[config.mk]
export PLATFORM = sky130hd
export DESIGN_NAME = rc4_prga
export DESIGN_NICKNAME = d
export VERILOG_FILES = /design/src/rtl/rc4_prga.sv
export SDC_FILE = /design/constraint.sdc
export NUM_CORES = 1
export LEC_CHECK = 0
export ABC_CLOCK_PERIOD_IN_PS = 3600
export BUFFER_PORTS_ARGS = -buffer_cell sky130_fd_sc_hd__buf_4
export CORE_MARGIN = 2
export CORE_UTILIZATION = 55
export DETAILED_ROUTE_END_ITERATION = 10
export PLACE_DENSITY = 0.77
export SYNTH_ARGS = -nofsm -noshare
export SYNTH_HDL_FRONTEND = slang
export SYNTH_SLANG_ARGS = --single-unit
[constraint.sdc]
create_clock -name CLOCK_50 -period 3.6 [get_ports CLOCK_50]
set_clock_uncertainty 0.1 [all_clocks]
set_input_delay 0.72 -clock CLOCK_50 [delete_from_list [all_inputs] [get_ports CLOCK_50]]
set_output_delay 0.72 -clock CLOCK_50 [all_outputs]
set_load 0.02 [all_outputs]
[src/rtl/rc4_prga.sv]
// rc4_prga -- RC4 pseudo-random generation and decrypt engine.
//
// Takes over the S-box that the key-scheduling stage leaves in S memory.
// For each message byte it advances i, reads S[i], advances j, reads S[j],
// swaps the two entries with two sequential writes, reads
// S[S[i]+S[j]] together with the matching encrypted-ROM byte, and writes
// their XOR to the decrypted-message RAM. Each byte takes 12 cycles.
//
// Ports:
//   CLOCK_50     in   system clock, rising edge
//   reset_n      in   asynchronous active-low reset
//   start        in   level; accepted in IDLE and DONE
//   busy         out  high for every cycle of a run
//   done         out  high while in DONE
//   s_address    out  S-memory address
//   s_data       out  S-memory write data
//   s_wren       out  S-memory write enable
//   s_q          in   S-memory read data (valid two cycles after address)
//   rom_address  out  encrypted-ROM address
//   rom_q        in   encrypted-ROM read data (valid two cycles after address)
//   out_address  out  decrypted-RAM address
//   out_data     out  decrypted-RAM write data
//   out_wren     out  decrypted-RAM write enable
module rc4_prga #(
  parameter int MSG_LEN = 32,
  parameter int ADDR_W  = 5
) (
  input  logic              CLOCK_50,
  input  logic              reset_n,
  input  logic              start,
  output logic              busy,
  output logic              done,
  output logic [7:0]        s_address,
  output logic [7:0]        s_data,
  output logic              s_wren,
  input  logic [7:0]        s_q,
  output logic [ADDR_W-1:0] rom_address,
  input  logic [7:0]        rom_q,
  output logic [ADDR_W-1:0] out_address,
  output logic [7:0]        out_data,
  output logic              out_wren
);

  localparam logic [ADDR_W:0] K_LAST = (ADDR_W+1)'(MSG_LEN - 1);
  localparam logic [ADDR_W:0] K_ONE  = (ADDR_W+1)'(1);

  typedef enum logic [3:0] {
    IDLE,
    RD_I,
    WT_I,
    LD_I,
    RD_J,
    WT_J,
    LD_J,
    WR_I,
    WR_J,
    RD_F,
    WT_F,
    LD_F,
    WR_OUT,
    DONE
  } state_t;

  state_t            state_q, state_d;
  logic [7:0]        i_q, i_d;
  logic [7:0]        j_q, j_d;
  logic [ADDR_W:0]   k_q, k_d;
  logic [7:0]        si_q, si_d;
  logic [7:0]        sj_q, sj_d;
  logic [7:0]        f_q, f_d;
  logic [7:0]        enc_q, enc_d;

  // Control registers: state and the i/j/k indices.
  always_ff @(posedge CLOCK_50 or negedge reset_n) begin
    if (!reset_n) begin
      state_q <= IDLE;
      i_q     <= 8'd0;
      j_q     <= 8'd0;
      k_q     <= '0;
    end else begin
      state_q <= state_d;
      i_q     <= i_d;
      j_q     <= j_d;
      k_q     <= k_d;
    end
  end

  // Data capture registers; never observed outside the states that load them.
  always_ff @(posedge CLOCK_50) begin
    si_q  <= si_d;
    sj_q  <= sj_d;
    f_q   <= f_d;
    enc_q <= enc_d;
  end

  // Next-state and register updates.
  always_comb begin
    state_d = state_q;
    i_d     = i_q;
    j_d     = j_q;
    k_d     = k_q;
    si_d    = si_q;
    sj_d    = sj_q;
    f_d     = f_q;
    enc_d   = enc_q;
    unique case (state_q)
      IDLE, DONE: begin
        if (start) begin
          i_d     = 8'd0;
          j_d     = 8'd0;
          k_d     = '0;
          state_d = RD_I;
        end
      end
      RD_I: begin
        i_d     = i_q + 8'd1;
        state_d = WT_I;
      end
      WT_I: state_d = LD_I;
      LD_I: begin
        si_d    = s_q;
        j_d     = j_q + s_q;
        state_d = RD_J;
      end
      RD_J: state_d = WT_J;
      WT_J: state_d = LD_J;
      LD_J: begin
        sj_d    = s_q;
        state_d = WR_I;
      end
      WR_I: state_d = WR_J;
      WR_J: state_d = RD_F;
      RD_F: state_d = WT_F;
      WT_F: state_d = LD_F;
      LD_F: begin
        f_d     = s_q;
        enc_d   = rom_q;
        state_d = WR_OUT;
      end
      WR_OUT: begin
        k_d     = k_q + K_ONE;
        state_d = (k_q == K_LAST) ? DONE : RD_I;
      end
      default: state_d = IDLE;
    endcase
  end

  // Output decode. Read addresses are held through the wait state so the
  // memory sees a stable address for both cycles of the read.
  always_comb begin
    busy        = 1'b0;
    done        = 1'b0;
    s_address   = 8'd0;
    s_data      = 8'd0;
    s_wren      = 1'b0;
    rom_address = '0;
    out_address = '0;
    out_data    = 8'd0;
    out_wren    = 1'b0;
    unique case (state_q)
      IDLE: ;
      DONE: done = 1'b1;
      RD_I: begin
        busy      = 1'b1;
        s_address = i_q + 8'd1;
      end
      WT_I: begin
        busy      = 1'b1;
        s_address = i_q;
      end
      RD_J, WT_J: begin
        busy      = 1'b1;
        s_address = j_q;
      end
      WR_I: begin
        busy      = 1'b1;
        s_address = i_q;
        s_data    = sj_q;
        s_wren    = 1'b1;
      end
      WR_J: begin
        busy      = 1'b1;
        s_address = j_q;
        s_data    = si_q;
        s_wren    = 1'b1;
      end
      RD_F, WT_F: begin
        busy        = 1'b1;
        s_address   = si_q + sj_q;
        rom_address = k_q[ADDR_W-1:0];
      end
      WR_OUT: begin
        busy        = 1'b1;
        out_address = k_q[ADDR_W-1:0];
        out_data    = f_q ^ enc_q;
        out_wren    = 1'b1;
      end
      default: busy = 1'b1;
    endcase
  end

endmodule

==> summary.txt, run 1 <==
Layout
  – Area of the multi-input gates: 0.00176 mm²
  – Final instance area: 0.00415 mm²
  – Non-filler cells, final: 458
  – Layout net count: 415
  – Register area: roughly 0.0016 mm²
  – Fraction of layout cells with a size suffix above 1: 25.3%
  – FILL cells: 475
  – Commonest non-fill, non-tap cell in the layout: buf_4
  – Layout area overhead: 20.1%
  – Most frequent cells in the layout: buf_4 (59), edfxtp_1 (32), dfrtp_1 (26)
  – N_diodes: 0

STA
  – RSZ-0062 raised after global routing: false
  – Slew Limit Fails: 0
  – Setup TNS: 0 ns
  – Final setup vio count: 0
  – Worst slew pin tran: approximately 0.74 ns
  – Period utilization: 90.1%
  – Worst rel slew slack: 50.5%
  – Final min period: roughly 3.2 ns
  – Worst setup margin: 0.355 ns
  – Fmax: between 0.3 and 0.4 GHz
  – Final Hold Viols: 0

Clock network
  – # hold bufs at CTS: 0
  – CTS tree: done
  – H-tree lvl count: 3
  – Clock buffer depth: 2
  – Post-CTS Setup Bufs: 0
  – Clk pin slew, worst setup/hold paths: about 0.08 ns
  – Worst-Skew Late Latency: 0.35 ns
  – Root Driver: clkbuf_8
  – CTS buffer count: 9
  – Clock Sinks: 58
  – CTS resizes: 0

Power and ir drop
  – Leakage: roughly 1.8 nW
  – P per Cell Area: roughly 740 mW/mm²
  – Pwr Total: 3.07 mW
  – Peak VDD IR: around 0.00046 V

Critical path
  – CP max FO: 3
  – Critical Path End: s_address[6]
  – Crit. Startpoint: sj_q[0]
  – CP Capture Type: output pin
  – RR Endpoint: state_q[2]
  – Startpoint Class: flip-flop
  – Reg2reg path depth: 6
  – Worst reg2reg setup slack: roughly 1.3 ns
  – Critical Path AT: 2.43 ns
  – CP required: 2.78 ns
  – RR Startpoint: state_q[2]
  – Crit Path Class: reg2out

Yosys
  – Syn_nets: 356
  – Async S/R FF share, synth: 44.8%
  – Dominant synthesized flop cell: edfxtp_1
  – Number of synthesized flops with an enable pin: 32
  – Synth Warn #: 0
  – Cell variety after synth: 62
  – Syn Std Cell Area: 0.00345 mm²
  – Post-synthesis sequential area ratio: between 40% and 50%
  – Avg Cell Area, Syn: 10.8 µm²
  – Seq cells post-synth: 58
  – Syn Inst Count: 319

Status
  – Status: complete, no violations

Die
  – Die area: 0.00693 mm²
  – Die Span X: approximately 83 µm
  – Core area: ~0.006 mm²
  – Initial core utilization: 57.6%
  – Die Ht: 83.2 µm
  – Top Ports: 57
  – Cell Rows: 28

Placement
  – # placed instances: 442
  – PortBufs: 56
  – GP Congestion: slightly above 0.9
  – Dpl cell area: 0.00392 mm²
  – DP Worst Slack: 0.761 ns
  – Post-DP HPWL: 5800 µm

Detailed routing
  – DRT iter0 DRCs: 157
  – ANT nets after route: 0
  – Wire per inst: 17.4 µm
  – Pre-antenna DRT Iters: 4
  – Vias: approximately 2700
  – DRT Wirelength: 7990 µm
  – # DRC: 0
  – Vias per cell: 5.99

Run
  – Max cap viols: 0

Global routing
  – Vias in the first global route: 2777
  – First-pass GRT wire length: 13500 µm
  – Tot GR Track Use: 24.6%
  – Initial antenna violation count: 0
  – Total grt overflow: 0
  – Largest net degree at the start of global routing: 27

Hold path
  – HP Class: in2async
## layout make-up
| class | instances | share of cell area [%] |
|---|---|---|
| sequential | 58 | 38.9 |
| multi-input combinational | 247 | 42.4 |
| inverter | 3 | 0.302 |
| clock inverter | 7 | 2.48 |
| tap | 75 | 2.26 |
| timing repair buffer | 59 | 10.7 |
| clock buffer | 9 | 2.99 |
## critical path: stages (launching register included)
cell	delay [ns]
edfxtp_1	0.41
ha_1	0.24
fa_1	0.44
a211oi_1	0.25
o21bai_1	0.13
a21oi_1	0.18
xor2_1	0.16
o21ai_1	0.09
buf_4	0.17
## sequential cells by signal (all words and copies together) (netlist names)
| signal | cells |
|---|---|
| f_q | 8 |
| i_q | 8 |
| j_q | 8 |
| k_q | 6 |
| enc_q | 8 |
| state_q | 4 |
| sj_q | 8 |
| si_q | 8 |
## cells in the mapped netlist, drive strengths merged (5+ instances only)
cell,n,share of area [%]
o21ai,35,5.2
edfxtp,32,28
nor2,29,3.4
dfrtp,26,19
nand2,19,2.2
a22o,16,4.1
ha,16,5.8
a21oi,14,2.4
xnor2,14,3.6
and2,9,1.6
buf,9,1.8
nand2b,8,1.5
a21o,7,1.5
and3,7,1.3
xor2,7,1.8
nand3,6,1.0
a211oi,5,1.1
nor3,5,1.0
nor3b,5,1.2
## worst min-delay path by stage
stage                     startpoint      to  cells past startpoint
after global routing         reset_n  k_q[3]                      1
after floorplan              reset_n  i_q[0]                      0
after detailed placement      k_q[5]  k_q[5]                      1
after CTS                    reset_n  k_q[2]                      1
final                        reset_n  k_q[0]                      1
after global placement        k_q[5]  k_q[5]                      1
## cell families after synthesis
group,after synthesis,share of synthesized area (%)
DFF,58,46.7
AOI/OAI and AO/OA,106,21.4
xor gates and xnor gates,21,5.33
and+or+nand+nor,101,17.0
adders and majority gates,18,6.96
muxes,1,0.290
buffers and inverters,14,2.39
## power by group
| part | internal [mW] | switching [mW] | total, mW |
|---|---|---|---|
| Sequential | 0.864 | 0.233 | 1.10 |
| Combinational | 0.565 | 0.721 | 1.29 |
| Clock | 0.395 | 0.293 | 0.688 |
| Total | 1.82 | 1.25 | 3.07 |
## routing by layer
layer | track usage (%) | part of all wire (%) | vias up
met1 | 31.6 | 43 | 1322
met2 | 38.3 | 49 | 74
met4 | 11.0 | 2.7 | 0
met5 | 0 | 0 | -
met3 | 7.65 | 5.4 | 18
li1 | - | - | 1328
## per-stage QoR
stage | hold WS [ns] | util, %
after detailed placement | 0.379 | 65.4
after global placement | 0.371 | 65.4
after global routing | 0.185 | 69.2
final | 0.173 | 69.2
after CTS | 0.174 | 69.2
after floorplan | 0.324 | -
No activity file was read; power rests on OpenSTA's default activity.
==> run 2: changes to the inputs <==
--- a/config.mk
+++ b/config.mk
@@ -10,7 +10,7 @@
 export CORE_MARGIN = 2
 export CORE_UTILIZATION = 55
 export DETAILED_ROUTE_END_ITERATION = 10
-export PLACE_DENSITY = 0.77
+export PLACE_DENSITY = 0.78
 export SYNTH_ARGS = -nofsm -noshare
 export SYNTH_HDL_FRONTEND = slang
 export SYNTH_SLANG_ARGS = --single-unit
==> run 2 against run 1 <==
Critical path depth unchanged; hold slack better by 0.0035 ns; global-route usage fell by 0.84 points; core utilization increased by 0.13 points; final cell count stayed put; combinational power hardly changed; critical path type unchanged; critical endpoint unchanged.
==> summary.txt, run 2 (synthesis gave the netlist of run 1 again) <==
Global routing
  – Tot GR Track Use: a little under a quarter
  – Vias in the first global route: 2716
  – First-pass GRT wire length: 13000 µm
  – Total grt overflow: 0
  – Largest net degree at the start of global routing: 27
  – Initial antenna violation count: 0

Power and ir drop
  – Peak VDD IR: 0.000479 V
  – Leakage: 1.78 nW
  – P per Cell Area: 751 mW/mm²

Layout
  – FILL cells: 458
  – Non-filler cells, final: 458
  – Commonest non-fill, non-tap cell in the layout: buf_4
  – Fraction of layout cells with a size suffix above 1: 24.8%
  – Final instance area: 0.00415 mm²
  – Layout area overhead: 20.3%
  – N_diodes: 0
  – Most frequent cells in the layout: buf_4 (59), edfxtp_1 (32), dfrtp_1 (26)
  – Layout net count: 415

Placement
  – GP Congestion: 0.870
  – # placed instances: 442
  – PortBufs: 56
  – DP Worst Slack: 0.740 ns
  – Post-DP HPWL: 5630 µm
  – Dpl cell area: 0.00392 mm²

Clock network
  – CTS buffer count: 9
  – Clock Sinks: 58
  – Clk pin slew, worst setup/hold paths: around 0.060 ns
  – H-tree lvl count: 3
  – Clock buffer depth: 2
  – Post-CTS Setup Bufs: 0
  – CTS tree: done
  – CTS resizes: 0
  – Worst-Skew Late Latency: 0.35 ns
  – # hold bufs at CTS: 0
  – Root Driver: clkbuf_8

Critical path
  – Reg2reg path depth: 5
  – Critical path's largest stage delay: 0.43 ns
  – Critical Path End: s_address[6]
  – CP max FO: 3
  – Slowest CP cell: fa_1
  – Startpoint Class: flip-flop
  – Crit Path Class: reg2out
  – Worst reg2reg setup slack: 1.25 ns
  – CP Capture Type: output pin
  – RR Startpoint: state_q[1]
  – CP required: 2.78 ns
  – Critical Path AT: 2.44 ns
  – Crit. Startpoint: sj_q[0]
  – Critical path cell sequence: ha_1 > fa_1 > a211oi_1 > o21bai_1 > a21oi_1 > xor2_1 > o21ai_1 > buf_4
  – RR Endpoint: j_q[7]

Detailed routing
  – Vias: about 2800
  – ANT nets after route: 0
  – DRT Wirelength: 7860 µm
  – Vias per cell: between 6 and 7
  – DRT iter0 DRCs: approximately 200
  – # DRC: 0
  – Wire per inst: around 17 µm
  – Pre-antenna DRT Iters: 4

Status
  – Status: complete, no violations

Die
  – Core area: 0.00599 mm²
  – Cell Rows: 28
  – Die Ht: 83.2 µm
  – Top Ports: 57
  – Die area: 0.00693 mm²
  – Die Span X: 83.2 µm
  – Initial core utilization: ~58%

STA
  – Fmax: 0.306 GHz
  – Setup TNS: 0 ns
  – Worst setup margin: 0.337 ns
  – Worst hold slack: 0.177 ns
  – Final min period: 3.26 ns
  – Final setup vio count: 0
  – Slew Limit Fails: 0
  – Worst rel slew slack: roughly 52%
  – Worst slew pin tran: between 0.7 and 0.8 ns
  – RSZ-0062 raised after global routing: false
  – Final Hold Viols: 0
  – Period utilization: 90.6%

Run
  – Max cap viols: 0

Hold path
  – HP Class: in2async
[run 2: cell types whose count changed in the layout (fill, tap and decap cells not counted)]
cell       change
clkbuf_1       +1
clkinv_1       +1
clkinv_4       -3
clkinv_2       +1
inv_6          -1
bufinv_16      +1
[run 2: routing by layer]
metal | wire [µm] | GRT usage (%) | vias up | part of all wire [%]
li1 | - | - | 1334 | -
met1 | 3320 | 29.6 | 1352 | 42
met2 | 3910 | 39.8 | 99 | 50
met3 | 503 | 5.37 | 12 | 6.4
met4 | 125 | 9.99 | 0 | 1.6
met5 | 0 | 0 | - | 0
[run 2: where the power goes]
part / switching (mW) / total (mW) / internal [mW]
Clock: 0.271 / 0.727 / 0.456
Combinational: 0.725 / 1.29 / 0.566
Sequential: 0.238 / 1.10 / 0.865
[run 2: worst min-delay path by stage]
stage	startpoint	to	slack, ns	cells past startpoint
2_1_floorplan	reset_n	i_q[0]	0.32	0
3_3_place_gp	k_q[5]	k_q[5]	0.37	1
3_5_place_dp	k_q[5]	k_q[5]	0.37	1
4_1_cts	reset_n	k_q[0]	0.18	1
5_1_grt	reset_n	k_q[2]	0.20	1
6_report	reset_n	k_q[2]	0.18	1
[run 2: area by class of cell]
cell class	instances	area (µm²)	area share (%)
repair buffers	59	443	10.7
flip-flops and latches	58	1610	38.8
clock buffers	10	128	3.07
clock inverters	6	106	2.56
well taps	75	93.8	2.26
inverters	3	12.5	0.301
multi-input cells	247	1760	42.3
[run 2: critical path, delay by kind of cell (launching register included)]
kind,cells,cell delay (ns)
XOR/XNOR,1,0.22
AO/OA/AOI/OAI,4,0.61
adder cells (fa/ha/maj),2,0.68
flip-flops,1,0.41
buffers and inverters,1,0.16
[run 2: metrics by stage]
| step | util (%) | total power, mW |
|---|---|---|
| final | 69.3 | 3.12 |
| after global routing | 69.3 | 3.31 |
| after CTS | 69.3 | 3.12 |
| after detailed placement | 65.4 | 2.39 |
| after global placement | 65.4 | 2.35 |
| after floorplan | - | 2.02 |
